===== src/rtl/score_count_multi_if.sv =====
// score_count_multi_if: event inputs and score/display outputs of the counter.
// master drives events (judge side); slave is the counter.
interface score_count_multi_if #(
  parameter int DIGITS = 3
);
  logic                  incrementInPos;
  logic                  incrementInNeg;
  logic [1:0]            incrementAmount;
  logic [4*DIGITS-1:0]   score;
  logic [7*DIGITS-1:0]   leds;
  logic                  incrementOutPos;
  logic                  incrementOutNeg;
  logic                  isZero;

  modport master (
    output incrementInPos, incrementInNeg, incrementAmount,
    input  score, leds, incrementOutPos, incrementOutNeg, isZero
  );

  modport slave (
    input  incrementInPos, incrementInNeg, incrementAmount,
    output score, leds, incrementOutPos, incrementOutNeg, isZero
  );
endinterface


===== src/rtl/score_count_multi.sv =====
// score_count_multi: multi-digit BCD score counter, +/-1..3 steps, clamp or wrap,
// carry/borrow pulses, active-low abcdefg per digit. Ports: Clock, Reset, bus (slave).
module score_count_multi #(
  parameter int DIGITS      = 3,
  parameter int WRAP        = 0,
  parameter int EDGE_DETECT = 1,
  parameter int BLANK_LZ    = 0
) (
  input  logic              Clock,
  input  logic              Reset,
  score_count_multi_if.slave bus
);

  localparam int W = 4 * DIGITS;
  localparam logic [W-1:0] NINES = {DIGITS{4'h9}};

  logic [W-1:0] score_q, score_d;
  logic [W-1:0] sum_w, dif_w;
  logic         prevPos_q, prevNeg_q;
  logic         outPos_q, outPos_d;
  logic         outNeg_q, outNeg_d;
  logic         posEv, negEv;
  logic         carry, borrow;
  logic         step;
  logic [4:0]   t;
  logic [1:0]   c;
  logic [1:0]   b;
  logic [3:0]   d;
  logic         lz;

  function automatic logic [6:0] seg7(input logic [3:0] n);
    case (n)
      4'd0:    seg7 = 7'b0000001;
      4'd1:    seg7 = 7'b1001111;
      4'd2:    seg7 = 7'b0010010;
      4'd3:    seg7 = 7'b0000110;
      4'd4:    seg7 = 7'b1001100;
      4'd5:    seg7 = 7'b0100100;
      4'd6:    seg7 = 7'b0100000;
      4'd7:    seg7 = 7'b0001111;
      4'd8:    seg7 = 7'b0000000;
      4'd9:    seg7 = 7'b0000100;
      default: seg7 = 7'b1111111;
    endcase
  endfunction

  // Held-through-reset inputs look like "already high" so they need a fresh rise.
  assign posEv = bus.incrementInPos
               & ((EDGE_DETECT == 0) | ~prevPos_q);
  assign negEv = bus.incrementInNeg
               & ((EDGE_DETECT == 0) | ~prevNeg_q);
  assign step  = |bus.incrementAmount;

  // Decimal ripple add; digit 0 takes the step, higher digits the carry.
  always_comb begin
    sum_w = '0;
    t     = '0;
    c     = bus.incrementAmount;
    for (int k = 0; k < DIGITS; k++) begin
      t = {1'b0, score_q[4*k +: 4]} + {3'b0, c};
      if (t > 5'd9) begin
        sum_w[4*k +: 4] = t[3:0] - 4'd10;
        c = 2'd1;
      end else begin
        sum_w[4*k +: 4] = t[3:0];
        c = 2'd0;
      end
    end
    carry = c[0];
  end

  // Decimal ripple subtract; a final borrow leaves diff + 10^DIGITS.
  always_comb begin
    dif_w = '0;
    d     = '0;
    b     = bus.incrementAmount;
    for (int k = 0; k < DIGITS; k++) begin
      d = score_q[4*k +: 4];
      if (d < {2'b0, b}) begin
        dif_w[4*k +: 4] = d + 4'd10 - {2'b0, b};
        b = 2'd1;
      end else begin
        dif_w[4*k +: 4] = d - {2'b0, b};
        b = 2'd0;
      end
    end
    borrow = b[0];
  end

  always_comb begin
    score_d  = score_q;
    outPos_d = 1'b0;
    outNeg_d = 1'b0;
    if (posEv & ~negEv & step) begin
      outPos_d = carry;
      score_d  = (carry && WRAP == 0) ? NINES : sum_w;
    end else if (negEv & ~posEv & step) begin
      outNeg_d = borrow;
      score_d  = (borrow && WRAP == 0) ? '0 : dif_w;
    end
  end

  always_ff @(posedge Clock) begin
    if (Reset) begin
      score_q   <= '0;
      prevPos_q <= 1'b1;
      prevNeg_q <= 1'b1;
      outPos_q  <= 1'b0;
      outNeg_q  <= 1'b0;
    end else begin
      score_q   <= score_d;
      prevPos_q <= bus.incrementInPos;
      prevNeg_q <= bus.incrementInNeg;
      outPos_q  <= outPos_d;
      outNeg_q  <= outNeg_d;
    end
  end

  // lz stays high while this digit and all above it are zero.
  always_comb begin
    bus.leds = '1;
    lz       = 1'b1;
    for (int k = DIGITS - 1; k >= 0; k--) begin
      lz = lz & (score_q[4*k +: 4] == 4'd0);
      if (BLANK_LZ != 0 && k > 0 && lz)
        bus.leds[7*k +: 7] = 7'b1111111;
      else
        bus.leds[7*k +: 7] = seg7(score_q[4*k +: 4]);
    end
  end

  assign bus.score           = score_q;
  assign bus.isZero          = (score_q == '0);
  assign bus.incrementOutPos = outPos_q;
  assign bus.incrementOutNeg = outNeg_q;

endmodule

===== src/flat_wrapper.sv =====
// flat-port wrapper written by rule: the top's interface ports become plain ports
module score_count_multi_flat 
#(
  parameter int DIGITS      = 3,
  parameter int WRAP        = 0,
  parameter int EDGE_DETECT = 1,
  parameter int BLANK_LZ    = 0
)
  (Clock, Reset, bus_incrementInPos, bus_incrementInNeg, bus_incrementAmount, bus_score, bus_leds, bus_incrementOutPos, bus_incrementOutNeg, bus_isZero);
  score_count_multi_if #(.DIGITS(DIGITS)) bus_i ();
  input  logic Clock;
  input  logic Reset;
  input wire logic [$bits(bus_i.incrementInPos)-1:0] bus_incrementInPos;
  input wire logic [$bits(bus_i.incrementInNeg)-1:0] bus_incrementInNeg;
  input wire logic [$bits(bus_i.incrementAmount)-1:0] bus_incrementAmount;
  output wire logic [$bits(bus_i.score)-1:0] bus_score;
  output wire logic [$bits(bus_i.leds)-1:0] bus_leds;
  output wire logic [$bits(bus_i.incrementOutPos)-1:0] bus_incrementOutPos;
  output wire logic [$bits(bus_i.incrementOutNeg)-1:0] bus_incrementOutNeg;
  output wire logic [$bits(bus_i.isZero)-1:0] bus_isZero;
  assign bus_i.incrementInPos = bus_incrementInPos;
  assign bus_i.incrementInNeg = bus_incrementInNeg;
  assign bus_i.incrementAmount = bus_incrementAmount;
  assign bus_score = bus_i.score;
  assign bus_leds = bus_i.leds;
  assign bus_incrementOutPos = bus_i.incrementOutPos;
  assign bus_incrementOutNeg = bus_i.incrementOutNeg;
  assign bus_isZero = bus_i.isZero;
  score_count_multi #(.DIGITS(DIGITS), .WRAP(WRAP), .EDGE_DETECT(EDGE_DETECT), .BLANK_LZ(BLANK_LZ)) u_core (.Clock(Clock), .Reset(Reset), .bus(bus_i));
endmodule

===== config.mk =====
export PLATFORM = sky130hd
export DESIGN_NAME = score_count_multi_flat
export DESIGN_NICKNAME = d
export VERILOG_FILES = /design/src/rtl/score_count_multi_if.sv /design/src/rtl/score_count_multi.sv /design/src/flat_wrapper.sv
export SDC_FILE = /design/constraint.sdc
export NUM_CORES = 1
export LEC_CHECK = 0
export CAP_MARGIN = 30
export CORE_ASPECT_RATIO = 1.75
export CORE_MARGIN = 5
export CORE_UTILIZATION = 36
export CTS_BUF_LIST = sky130_fd_sc_hd__clkbuf_2
export DETAILED_ROUTE_END_ITERATION = 12
export SLEW_MARGIN = 5
export SYNTH_ARGS = -nofsm -noshare
export SYNTH_HDL_FRONTEND = slang
export SYNTH_SLANG_ARGS = --single-unit

===== constraint.sdc =====
create_clock -name Clock -period 16.27 [get_ports Clock]
set_input_delay 4.0675 -clock Clock [delete_from_list [all_inputs] [get_ports Clock]]
set_output_delay 4.0675 -clock Clock [all_outputs]
set_load 0.01 [all_outputs]

# Word-level counts from Yosys, hierarchy flattened
# Memories as Yosys holds them, arrays and structs flattened. A register that Yosys moved wholly into a read port is not among the register bits.
# Index checks and enable logic that the tools add are counted.
# word_totals
n_memories,3
input_bits,6
latch_bits,0
register_bits,16
out_inout_bits,36
word_cells,68
mem_bits_ro,336
ramBits,0
# mem_list
name,words,word_bits,read_ports,rd_clocked_by_memory_dff,wr,line,rtl
(no name shown),16,7,1,1,0,score_count_multi.sv:32,case (n)
(no name shown),16,7,1,1,0,score_count_multi.sv:32,
(no name shown),16,7,1,1,0,score_count_multi.sv:32,
# classes
n_mul,0
addsub,15
eq_ne,0
n_lt_le_gt_ge,6
div_mod_pow,0
bitwise,12
shift,0
n_mux,22
n_reduce_logical,5
# op_table
cell,n
$mux 12,4
$mux 4,12
$sub 4x1->4,4
$gt 5x4->1 const B,3
$add 4x4->4 const B,3
$logic_not 12->1,1
$sub 4x4->4 const B,3
$add 4x2->5,2
$lt 4x1->1,2
$sub 4x2->4,2
$and 1x1->1,6
$mux 1,6
$not 1->1,6
$add 4x1->5,1
$lt 4x2->1,1
$reduce_or 2->1,2
$reduce_or 3->1,1
$reduce_bool 2->1,1

# Logic depth before layout (Yosys ltp)
# logic_depth
word_depth,13
ltp_mapped,26
ltp_nobuf,26

# Worst setup path before layout
# No wires, ideal clock.
# synth_timing
kind,input to register
from,input bus_incrementAmount[0]
to,register u_core.bus.leds[2] (netlist name)
path_slack_ns,7.374
arrival_ns,8.816
setup_time_ns,0.079
t_required_ns,16.191
path_stages,23
cell_sequence,ha_1 -> inv_1 -> fa_1 -> a21boi_1 -> o32ai_1 -> a211o_1 -> ha_1 -> ha_1 -> inv_1 -> a221o_1 -> nand3_1 -> ha_1 -> ha_1 -> nand2b_1 -> nor3_4 -> or4_4 -> a221oi_2 -> a21oi_2 -> nor2_1 -> inv_1 -> ha_1 -> mux2_4 -> a211oi_2
# synth_via
elab_chain_len,13
# synth_lines
element,line,rtl
"start, declared",flat_wrapper.sv:15,input wire logic [$bits(bus_i.incrementAmount)-1:0] bus_incrementAmount;
$add 4x2->5,score_count_multi.sv:60,"t = {1'b0, score_q[4*k +: 4]} + {3'b0, c};"
$gt 5x4->1,score_count_multi.sv:61,if (t > 5'd9) begin
$mux 1,score_count_multi.sv:61,
$add 4x2->5,score_count_multi.sv:60,
$gt 5x4->1,score_count_multi.sv:61,
$mux 1,score_count_multi.sv:61,
$add 4x1->5,score_count_multi.sv:60,
$gt 5x4->1,score_count_multi.sv:61,
$mux 1,score_count_multi.sv:61,
$mux 12,score_count_multi.sv:96,score_d = (carry && WRAP == 0) ? NINES : sum_w;
$mux 12,score_count_multi.sv:94,if (posEv & ~negEv & step) begin
$mux 4 (no line) * (2 in a row),-,
# Every way passes the cells marked *; elsewhere a longest branch is shown, timed or not. The select of a mux whose other input is x is not followed.
# A chain may end at the register's enable or synchronous reset.

# Worst setup path after layout
# layout_timing
from,input bus_incrementAmount[0]
to,register u_core.bus.leds[7] (netlist name)
# layout_via
elab_chain_len,13
# layout_lines
element,line
$add 4x2->5,score_count_multi.sv:60
$gt 5x4->1,score_count_multi.sv:61
$mux 1,score_count_multi.sv:61
$add 4x2->5,score_count_multi.sv:60
$gt 5x4->1,score_count_multi.sv:61
$mux 1,score_count_multi.sv:61
$add 4x1->5,score_count_multi.sv:60
$gt 5x4->1,score_count_multi.sv:61
$mux 1,score_count_multi.sv:61
$mux 12,score_count_multi.sv:96
$mux 12,score_count_multi.sv:94
$mux 4 (no line) * (2 in a row),-
# Marked as above.

==> results.py <==
metrics = {
    "run_status": {
        "run_status": "finished clean",
    },
    "grt": {
        "grt_pass1_wl_mm": 12.5,
        "grt_pass1_vias": 2567,
        "grt-ovfl-total": 0,
        "grt_max_degree": 27,
        "grt_usage_pct": 15.0,
        "antenna_found_initial": 0,
    },
    "detailed_routing": {
        "drc_errors": 0,
        "wire_per_inst_um": 15.6,
        "wl_mm": 7.78,
        "vias": 2605,
        "initialDrtViolationCount": 123,
        "viasPerCell": 5.24,
        "drt_first_pass_iters": 4,
        "ant_nets": 0,
    },
    "sta": {
        "layout_worst_path_cycle_share_pct": 59.3,
        "slew-limit-headroom_pct": 44.9,
        "final-setup-viol-count": 0,
        "drv_slew": 0,
        "tightestPinTransition_ns": 0.813,
        "max_freq_ghz": 0.104,
        "rsz0062_at_grt": "false",
        "clock_skew_ns": 0.0239,
        "finalHoldViolCount": 0,
        "fin_setup_tns_ns": 0,
        "finalCriticalPeriod_ns": 9.64,
    },
    "die": {
        "die_height_um": 132,
        "fp.dieW_um": 79.8,
        "start_util_pct": 37.0,
        "ios": 42,
        "fp-row-count": 44,
        "core_region_area_um2": 8310,
        "die_area_um2": 10600,
    },
    "cts": {
        "ctsHoldBuffers": 0,
        "cts_tree": "done",
        "cts_made_buffers": 5,
        "root_buffer": "clkbuf_2",
        "cts.sink_count": 37,
        "htreeDepth": 2,
        "clk_pin_slew_ns": 0.18,
        "cts_resized": 0,
        "clockBufferDepth": 2,
        "insertion_delay_ns": 0.41,
        "post-cts-setup-buffers": 0,
    },
    "yosys": {
        "ys_ff_latch": 37,
        "netlist_area_um2": 3070,
        "synthArstFlopShare_pct": 0,
        "syn_area_per_cell_um2": 8.96,
        "yosysUniqueCellTypes": 80,
        "synthTopCellsByArea": "dfxtp_1 24%, ha_1 16%, inv_1 4.5%, a21oi_1 3.6%, mux2i_1 3.3%",
        "synth.largest_area_cell": "dfxtp_1",
        "ys.flop_type": "dfxtp_1",
        "postSynthCellCount": 343,
        "synth_top_area_share_pct": 24.1,
        "ys_seq_area_share_pct": 24.1,
        "synth_enable_flop_cells": 0,
        "yosys_warnings": 0,
        "syn-num-nets": 392,
    },
    "finish": {
        "stdcell_count": 497,
        "nets": 430,
        "final_util_pct": 43.1,
        "fillers": 847,
        "antenna_cells": 0,
        "drive_gt1_share_pct": 12.3,
        "areaGrowthSynthToFinish_pct": 16.7,
    },
    "worst_setup_path": {
        "critPathLaunchType": "input port",
        "timing.rr.start": "u_core.bus.score[1]$_SDFFE_PP0N_",
        "critPathMaxFanout": 8,
        "required_ns": 16.58,
        "worstSetupPathType": "input port to register",
        "crit_path_end_kind": "register",
        "r2r-end": "u_core.bus.leds[7]$_DFF_P_",
        "reg2reg_slack_ns": 10.30,
        "arrival_ns": 9.95,
        "rr_worst_depth": 21,
    },
    "placed_design": {
        "dp_hpwl_mm": 6.11,
        "dpl.cell_count": 489,
        "portBuffers": 41,
        "globalplace.congestion": 0.826,
    },
    "power": {
        "powerDensity_nw_per_um2": 65.4,
        "total_power_w": 0.000234,
        "vdd_drop_max_uv": 26.4,
        "p_leak_nw": 1.46,
    },
    "hold_path": {
        "hp-class": "register to register",
        "hp-start": "u_core.bus.score[4]$_SDFFE_PP0N_",
        "whs_path_depth": 2,
        "min_to": "u_core.bus.score[4]$_SDFFE_PP0N_",
    },
    "flow_run": {
        "cap_violations": 0,
    },
}
layout by cell type (no fill, tap or decap), types with 3 or more instances in the layout:
master            n
a31oi_1           3
dfxtp_1          37
nor2_2            3
nand3_1           5
xor2_1            4
a21oi_1          22
nor2_1           25
fa_1              3
mux2i_1          10
o21ai_0          17
clkbuf_2          5
ha_1             40
inv_1            37
clkdlybuf4s50_1  41
o211ai_1          4
or3b_2            3
and2_1            3
nand2_1          15
xnor2_1           8
nand2b_1          9
inv_2             3
nor2b_1           5
nor3b_2           3
o31a_1            3
o31ai_1           3
nor3_4            3
worst max-delay path by stage:
stage | from | to | slack, ns | depth (start not counted)
2_1_floorplan | bus_incrementAmount[0] | u_core.bus.leds[2]$_DFF_P_ | 7.37 | 23
3_3_place_gp | bus_incrementAmount[0] | u_core.bus.leds[1]$_DFF_P_ | 6.33 | 27
3_5_place_dp | bus_incrementAmount[0] | u_core.bus.leds[2]$_DFF_P_ | 6.23 | 22
4_1_cts | bus_incrementAmount[0] | u_core.bus.leds[7]$_DFF_P_ | 6.65 | 23
5_1_grt | bus_incrementAmount[0] | u_core.bus.leds[7]$_DFF_P_ | 6.22 | 23
6_report | bus_incrementAmount[0] | u_core.bus.leds[7]$_DFF_P_ | 6.63 | 23
area by class of cell:
type                    count  area, um^2  area share (%)
well taps                 115         144            4.02
clock buffers               5        25.0           0.698
inverters                  40         150            4.19
multi-input cells         255        2090            58.3
clock inverters             3        17.5           0.489
repair buffers             42         418            11.7
flip-flops and latches     37         741            20.7
stage by stage:
stage / hold WS (ns) / setup WS [ns] / instance area (um^2)
after global routing: 0.629 / 6.22 / 3580
after global placement: 0.579 / 6.33 / 3540
after floorplan: 0.536 / 7.37 / 3070
after CTS: 0.598 / 6.65 / 3580
final: 0.588 / 6.63 / 3580
after detailed placement: 0.576 / 6.23 / 3540
synth_stat cells (all sizes together) (2+ instances only):
master / n
fa: 3
o211ai: 4
a21oi: 24
nand3: 7
o31ai: 4
inv: 40
o21a: 2
xnor2: 8
o32ai: 2
o22ai: 2
o221ai: 2
a21boi: 2
a221oi: 2
xor2: 4
or4: 2
nand4: 2
or2: 3
and2: 3
dfxtp: 37
ha: 40
o21ai: 17
or3b: 3
nor2: 28
a31oi: 3
nor3: 7
clkbuf: 5
and2b: 2
o31a: 3
nor2b: 5
a2111oi: 2
a21o: 2
mux2: 2
mux2i: 10
nor4: 2
and3: 2
nor3b: 5
nand2b: 10
buf: 6
a211oi: 3
nand2: 15
a32oi: 2
per-layer routing:
metal	GRT usage, %	share of wire, %
met5	0	0
met4	8.36	4.2
met3	2.74	4.3
met2	28.0	54
met1	15.0	37
power by group:
part | internal, W | leakage, nW | switching (W)
clock network | 0.0000101 | 0.0304 | 0.0000323
logic | 0.0000417 | 1.13 | 0.0000470
registers | 0.0000983 | 0.302 | 0.00000488
total | 0.000150 | 1.46 | 0.0000842
flip-flops by register name (all words and copies together) (netlist names):
signal,flops
u_core.bus.leds,21
u_core.bus.score,12
u_core.bus.incrementOutNeg,1
u_core.bus.incrementOutPos,1
u_core.prevNeg_q,1
u_core.prevPos_q,1
cell families (layout without fill, tap and decap cells):
family / count (synthesis) / count (layout) / share of synthesized area [%]
and+or+nand+nor: 100 / 100 / 21.0
AOI/OAI and AO/OA: 88 / 88 / 21.2
muxes: 12 / 12 / 4.11
buffers and inverters: 51 / 90 / 7.90
adders and majority gates: 43 / 43 / 18.2
xor gates and xnor gates: 12 / 12 / 3.42
DFF: 37 / 37 / 24.1
critical path, stage by stage:
cell	delay [ns]
clkdlybuf4s50_1	0.53
ha_1	0.18
inv_1	0.05
fa_1	0.64
a21boi_1	0.20
o32ai_1	0.10
a211o_1	0.38
ha_1	0.24
ha_1	0.32
inv_1	0.16
a221o_1	0.21
nand3_1	0.13
ha_1	0.25
ha_1	0.32
nand2b_1	0.13
a21oi_2	0.09
nor3_1	0.19
nor2_1	0.14
a221oi_2	0.51
nor2_1	0.19
ha_1	0.22
or4_1	0.56
o31a_1	0.14
Power figures use the tool's default switching activity.
